<file path="config.mk">
export PLATFORM = sky130hd
export DESIGN_NAME = y_muldiv
export DESIGN_NICKNAME = d
export VERILOG_FILES = /design/src/rtl/y_muldiv_pkg.sv /design/src/rtl/y_muldiv_step.sv /design/src/rtl/y_muldiv.sv
export SDC_FILE = /design/constraint.sdc
export NUM_CORES = 1
export LEC_CHECK = 0
export BUFFER_PORTS_ARGS = -buffer_cell sky130_fd_sc_hd__buf_4
export CAP_MARGIN = 0
export CELL_PAD_IN_SITES_DETAIL_PLACEMENT = 2
export CELL_PAD_IN_SITES_GLOBAL_PLACEMENT = 2
export CORE_MARGIN = 4
export CORE_UTILIZATION = 30
export DETAILED_ROUTE_END_ITERATION = 12
export PLACE_DENSITY = 0.73
export SLEW_MARGIN = 20
export SYNTH_ARGS = -nofsm -noshare
export SYNTH_HDL_FRONTEND = slang
export SYNTH_SLANG_ARGS = --single-unit
</file>
<file path="constraint.sdc">
create_clock -name clk -period 4.5 [get_ports clk]
set_clock_uncertainty 0.05 [all_clocks]
set_input_delay 0.45 -clock clk [delete_from_list [all_inputs] [get_ports clk]]
set_output_delay 0.45 -clock clk [all_outputs]
set_load 0.02 [all_outputs]
</file>
<file path="src/rtl/y_muldiv_pkg.sv">
// Shared encodings for the iterative RV32M multiply/divide unit.
package y_muldiv_pkg;

    localparam logic [2:0] OP_MUL    = 3'b000;
    localparam logic [2:0] OP_MULH   = 3'b001;
    localparam logic [2:0] OP_MULHSU = 3'b010;
    localparam logic [2:0] OP_MULHU  = 3'b011;
    localparam logic [2:0] OP_DIV    = 3'b100;
    localparam logic [2:0] OP_DIVU   = 3'b101;
    localparam logic [2:0] OP_REM    = 3'b110;
    localparam logic [2:0] OP_REMU   = 3'b111;

    typedef enum logic [1:0] {
        ST_IDLE = 2'd0,
        ST_CALC = 2'd1,
        ST_FIX  = 2'd2
    } state_t;

    // Replicated to WIDTH bits for the divide-by-zero quotient.
    localparam logic QUO_DZ_BIT = 1'b1;

    function automatic logic a_signed(input logic [2:0] op);
        return (op == OP_MULH) || (op == OP_MULHSU) ||
               (op == OP_DIV)  || (op == OP_REM);
    endfunction

    function automatic logic b_signed(input logic [2:0] op);
        return (op == OP_MULH) || (op == OP_DIV) || (op == OP_REM);
    endfunction

endpackage

</file>
<file path="src/rtl/y_muldiv_step.sv">
// One radix-2 iteration: shift-add for multiply, restoring
// shift-subtract for divide.
module y_md_step #(
    parameter int WIDTH = 32
) (
    input  logic [2*WIDTH-1:0] i_acc,
    input  logic [WIDTH-1:0]   i_opnd,
    input  logic               i_div,
    output logic [2*WIDTH-1:0] o_nxt
);

    logic [WIDTH:0]   w_sum;
    logic [WIDTH:0]   w_shift;
    logic [WIDTH:0]   w_trial;
    logic [WIDTH-1:0] w_rem;

    always_comb begin
        w_sum   = {1'b0, i_acc[2*WIDTH-1:WIDTH]}
                + {1'b0, (i_acc[0] ? i_opnd : {WIDTH{1'b0}})};
        w_shift = {i_acc[2*WIDTH-1:WIDTH], i_acc[WIDTH-1]};
        w_trial = w_shift - {1'b0, i_opnd};
        // A set top bit means the trial subtraction borrowed: restore.
        w_rem   = w_trial[WIDTH] ? w_shift[WIDTH-1:0] : w_trial[WIDTH-1:0];
        o_nxt   = i_div ? {w_rem, i_acc[WIDTH-2:0], ~w_trial[WIDTH]}
                        : {w_sum, i_acc[WIDTH-1:1]};
    end

endmodule

</file>
<file path="src/rtl/y_muldiv.sv">
// Iterative RV32M multiply/divide unit with start/ready/done handshake.
module y_muldiv
    import y_muldiv_pkg::*;
#(
    parameter int WIDTH = 32
) (
    input  logic             clk,
    input  logic             reset,
    input  logic             start,
    input  logic [2:0]       op,
    input  logic [WIDTH-1:0] a,
    input  logic [WIDTH-1:0] b,
    output logic             ready,
    output logic             done,
    output logic [WIDTH-1:0] z,
    output logic             dz
);

    localparam int CW = $clog2(WIDTH);
    localparam logic [CW-1:0] LAST = CW'(WIDTH - 1);

    state_t             r_state;
    state_t             w_next;
    logic [CW-1:0]      r_cnt;
    logic [2:0]         r_op;
    logic [2*WIDTH-1:0] r_acc;
    logic [2*WIDTH-1:0] w_step;
    logic [2*WIDTH-1:0] w_mres;
    logic [WIDTH-1:0]   r_opnd;
    logic [WIDTH-1:0]   w_mag_a;
    logic [WIDTH-1:0]   w_mag_b;
    logic [WIDTH-1:0]   w_q;
    logic [WIDTH-1:0]   w_r;
    logic [WIDTH-1:0]   w_res;
    logic [WIDTH-1:0]   r_z;
    logic               r_qneg;
    logic               r_rneg;
    logic               r_dzp;
    logic               r_dz;
    logic               r_done;
    logic               w_sa;
    logic               w_sb;
    logic               w_div0;
    logic               w_ovf;

    assign w_sa    = a_signed(op) & a[WIDTH-1];
    assign w_sb    = b_signed(op) & b[WIDTH-1];
    assign w_mag_a = w_sa ? -a : a;
    assign w_mag_b = w_sb ? -b : b;
    assign w_div0  = op[2] & (b == {WIDTH{1'b0}});
    assign w_ovf   = ((op == OP_DIV) || (op == OP_REM))
                   & (a == {1'b1, {(WIDTH-1){1'b0}}})
                   & (b == {WIDTH{1'b1}});

    always_ff @(posedge clk or posedge reset) begin
        if (reset) r_state <= ST_IDLE;
        else       r_state <= w_next;
    end

    always_comb begin
        w_next = r_state;
        unique case (r_state)
            ST_IDLE: if (start) w_next = (w_div0 | w_ovf) ? ST_FIX : ST_CALC;
            ST_CALC: if (r_cnt == LAST) w_next = ST_FIX;
            ST_FIX:  w_next = ST_IDLE;
            default: w_next = ST_IDLE;
        endcase
    end

    always_comb begin
        ready = (r_state == ST_IDLE);
        done  = r_done;
        z     = r_z;
        dz    = r_dz;
    end

    y_md_step #(.WIDTH(WIDTH)) u_step (
        .i_acc  (r_acc),
        .i_opnd (r_opnd),
        .i_div  (r_op[2]),
        .o_nxt  (w_step)
    );

    always_comb begin
        w_mres = r_qneg ? -r_acc : r_acc;
        w_q    = r_qneg ? -r_acc[WIDTH-1:0] : r_acc[WIDTH-1:0];
        w_r    = r_rneg ? -r_acc[2*WIDTH-1:WIDTH] : r_acc[2*WIDTH-1:WIDTH];
        w_res  = w_q;
        unique case (r_op)
            OP_MUL:                     w_res = w_mres[WIDTH-1:0];
            OP_MULH, OP_MULHSU, OP_MULHU: w_res = w_mres[2*WIDTH-1:WIDTH];
            OP_DIV, OP_DIVU:            w_res = w_q;
            OP_REM, OP_REMU:            w_res = w_r;
            default:                    w_res = w_q;
        endcase
    end

    always_ff @(posedge clk or posedge reset) begin
        if (reset) begin
            r_cnt  <= '0;
            r_op   <= '0;
            r_acc  <= '0;
            r_opnd <= '0;
            r_qneg <= 1'b0;
            r_rneg <= 1'b0;
            r_dzp  <= 1'b0;
            r_z    <= '0;
            r_dz   <= 1'b0;
            r_done <= 1'b0;
        end else begin
            r_done <= 1'b0;
            unique case (r_state)
                ST_IDLE: if (start) begin
                    r_op   <= op;
                    r_cnt  <= '0;
                    r_dzp  <= w_div0;
                    r_opnd <= op[2] ? w_mag_b : w_mag_a;
                    r_qneg <= w_sa ^ w_sb;
                    r_rneg <= w_sa;
                    // Special cases preload the final quotient/remainder.
                    if (w_div0 | w_ovf) begin
                        r_qneg <= 1'b0;
                        r_rneg <= 1'b0;
                    end
                    if (w_div0)
                        r_acc <= {a, {WIDTH{QUO_DZ_BIT}}};
                    else if (w_ovf)
                        r_acc <= {{WIDTH{1'b0}}, a};
                    else if (op[2])
                        r_acc <= {{WIDTH{1'b0}}, w_mag_a};
                    else
                        r_acc <= {{WIDTH{1'b0}}, w_mag_b};
                end
                ST_CALC: begin
                    r_acc <= w_step;
                    r_cnt <= r_cnt + 1'b1;
                end
                ST_FIX: begin
                    r_z    <= w_res;
                    r_dz   <= r_dzp;
                    r_done <= 1'b1;
                end
                default: ;
            endcase
        end
    end

endmodule
</file>
==> reports/qor.yml <==
post_drt_wl_per_cell_um: 26.8
drt_iter0_markers: 1154
syn_area_um2: 14700
cp_cell_sequence: "clkinv_1, buf_4, nor2_1, ha_1, and4_1, a41oi_1, a21oi_1, or3_1, o21a_1, a311o_1, xor2_1, a21oi_1, o21ai_0"
leakagePower_nw: 7.00
drc: 0
powerDensity_nw_per_um2: 884
cp_common_cell: "a21oi_1"
synth_ff_type: "dfrtp_1"
rsz0062_at_grt: "no"
synth_nets: 2098
finalSetupViolations: 0
fin_setup_tns_ns: 0
die_y_um: 230
grt_pass1_vias: 16800
placed_area_um2: 16200
cts_hold_buffers: 0
io_pins: 105
end_kind: "register"
crit_type: "reg -> reg"
grt_pass1_wl_um: 108000
outcome: "completed"
ant_nets: 0
ctsResizeCount: 0
syn_to_final_growth_pct: 14.4
num_vias: 16000
gr-usage-met3_pct: 4.19
cts_max_path_buffers: 2
relSlewSlack_pct: 25.8
h-tree-depth: 4
clock-sinks: 143
tightestPinTransition_ns: 1.11
synthArstFlopShare_pct: 100
startpoint_type: "register"
final.min_clock_period_ns: 3.96
cap_violations: 0
finish.net_count: 2148
chipWidth_um: 230
report.final.slew_viol_count: 0
yosysSeqAreaShare_pct: 24.3
dieArea_um2: 52700
cp_top_family: "compound AO/OA/AOI/OAI gates"
ir_worst_vdd_mv: 0.308
r2r_end: "r_acc[58]$_DFFE_PP0P_"
use_met1_pct: 36.0
antenna_found_initial: 0
busiest_layer: "met2"
timing.fmax_mhz: 253
postCtsSetupRepairBufs: 0
slowest_delay_ns: 0.50
drt_wl_total_um: 71700
synth_cell_type_count: 88
start_util_pct: 30.6
viasPerCell: 5.98
r2r_start: "r_acc[0]$_DFFE_PP0P_"
grt_usage_pct: 26.6
utilization_pct: 35.0
nFillCells: 5658
met2_usage_pct: 42.9
row_count: 80
mostFrequentLayoutCell: "nand2_1"
avgSynthCellArea_um2: 7.54
final_cells: 2675
dp_hpwl_um: 56500
layout-drive-gt1-share_pct: 12.3
slowest_stage: "or3_1"
io_buffers: 104
hold_violations: 0
final_cell_mix: "nand2_1 (223), a21oi_1 (196), nor2_1 (178)"
grt_max_degree: 99
finalInstanceArea_um2: 16900
root_buffer: "clkbuf_16"
first_pass_iters: 5
gr-total-overflow: 0
yosysWarnings: 0
hold_path.class: "in -> async"
ys_seq_elements: 143
syn_inst: 1955
required_ns: 4.80
worstPathArrival_ns: 4.26
fin_crit_sh_pct: 88.0
dp.cells: 2642
cts.clk_slew.worst_paths_ns: 0.08
core_area_um2: 48100
synth_edf_count: 0
cts_buffers: 17
reg2regPathDepth: 13
path_max_fanout: 14
rrSetupSlack_ns: 0.54
cts_tree: "built"
crit_buf_inv: 2
clkLatencyLatePin_ns: 0.48
place.gp.congestion: 0.899
## power breakdown
part,switching [mW],internal (mW),total [mW],leakage [nW]
Sequential,1.03,1.85,2.88,1.78
Clock,0.697,0.891,1.59,0.301
Combinational,6.51,3.94,10.4,4.92
## flip-flops by register name, summed over array words and instances, names as in the netlist
name,flops
r_acc,64
r_opnd,32
z,32
r_cnt,5
r_op,3
r_state,2
done,1
dz,1
r_dzp,1
r_qneg,1
r_rneg,1
## synth_stat cells (11+ instances only)
library cell / instances / area, um2
a221oi_1: 12 / 105
mux2_2: 26 / 293
a21o_1: 33 / 248
o21a_1: 13 / 97.6
mux2i_1: 44 / 440
o31ai_1: 34 / 255
dfrtp_1: 143 / 3580
nand2b_1: 19 / 119
o211ai_1: 24 / 180
xor2_1: 89 / 780
a22o_1: 15 / 131
nor2_1: 179 / 672
o41ai_1: 13 / 114
ha_1: 71 / 888
o21ai_0: 166 / 831
clkbuf_1: 104 / 390
inv_1: 64 / 240
or4_1: 15 / 113
nand3_1: 32 / 160
nand4_1: 20 / 125
a211oi_1: 16 / 120
a21oi_1: 196 / 981
or3_1: 23 / 144
o21ai_1: 31 / 155
nand2_1: 224 / 841
a22oi_1: 11 / 82.6
o221ai_1: 12 / 105
nor3_1: 30 / 150
a31oi_1: 18 / 113
xnor2_1: 81 / 709
o22ai_1: 39 / 244
## metrics by stage
| stage | power, mW | hold WS [ns] | worst slack [ns] |
|---|---|---|---|
| after floorplan | 9.58 | 0.389 | 0.162 |
| after global routing | 16.0 | 0.157 | 0.319 |
| after CTS | 14.8 | 0.128 | 0.558 |
| after detailed placement | 13.1 | 0.422 | 0.569 |
| after global placement | 12.7 | 0.412 | 0.675 |
| final | 14.9 | 0.0662 | 0.540 |
## area by class of cell
| cell class | count | area (um2) | share of cell area, % |
|---|---|---|---|
| Multi-Input combinational cell | 1624 | 10400 | 61.9 |
| Inverter | 67 | 256 | 1.52 |
| Antenna cell | 1 | 2.50 | 0.0148 |
| Tap cell | 656 | 821 | 4.87 |
| Sequential cell | 143 | 3580 | 21.2 |
| Clock buffer | 17 | 425 | 2.52 |
| Clock inverter | 15 | 201 | 1.19 |
| Timing Repair Buffer | 152 | 1140 | 6.77 |
## kinds of logic (layout without fill, tap and decap cells)
logic type      Yosys count  after routing  share of synthesized area, %
other cells               0              1                             0
buf+inv                 188            251                          4.95
mux                      70             70                          4.98
flops                   143            143                          24.3
compound gates          693            693                          29.5
xor+xnor                170            170                          10.1
simple gates            618            618                          19.8
fa+ha+maj                73             73                          6.30
## worst max-delay path by stage
stage,to,slack (ns),cells after the start,from
after global placement,r_acc[58]$_DFFE_PP0P_,0.68,13,r_acc[0]$_DFFE_PP0P_
after CTS,r_acc[58]$_DFFE_PP0P_,0.56,13,r_acc[0]$_DFFE_PP0P_
final,r_acc[58]$_DFFE_PP0P_,0.54,13,r_acc[0]$_DFFE_PP0P_
after floorplan,done$_DFF_PP0_,0.16,1,reset
after detailed placement,r_acc[58]$_DFFE_PP0P_,0.57,13,r_acc[0]$_DFFE_PP0P_
after global routing,r_acc[58]$_DFFE_PP0P_,0.32,13,r_acc[0]$_DFFE_PP0P_
## routing by layer
layer  up-vias  routed length (um)
met5         -                   0
met4         0                2550
met3        88                4230
met2       455               32700
met1      8212               32200
li1       7239                   -
Power figures use the tool's default switching activity.
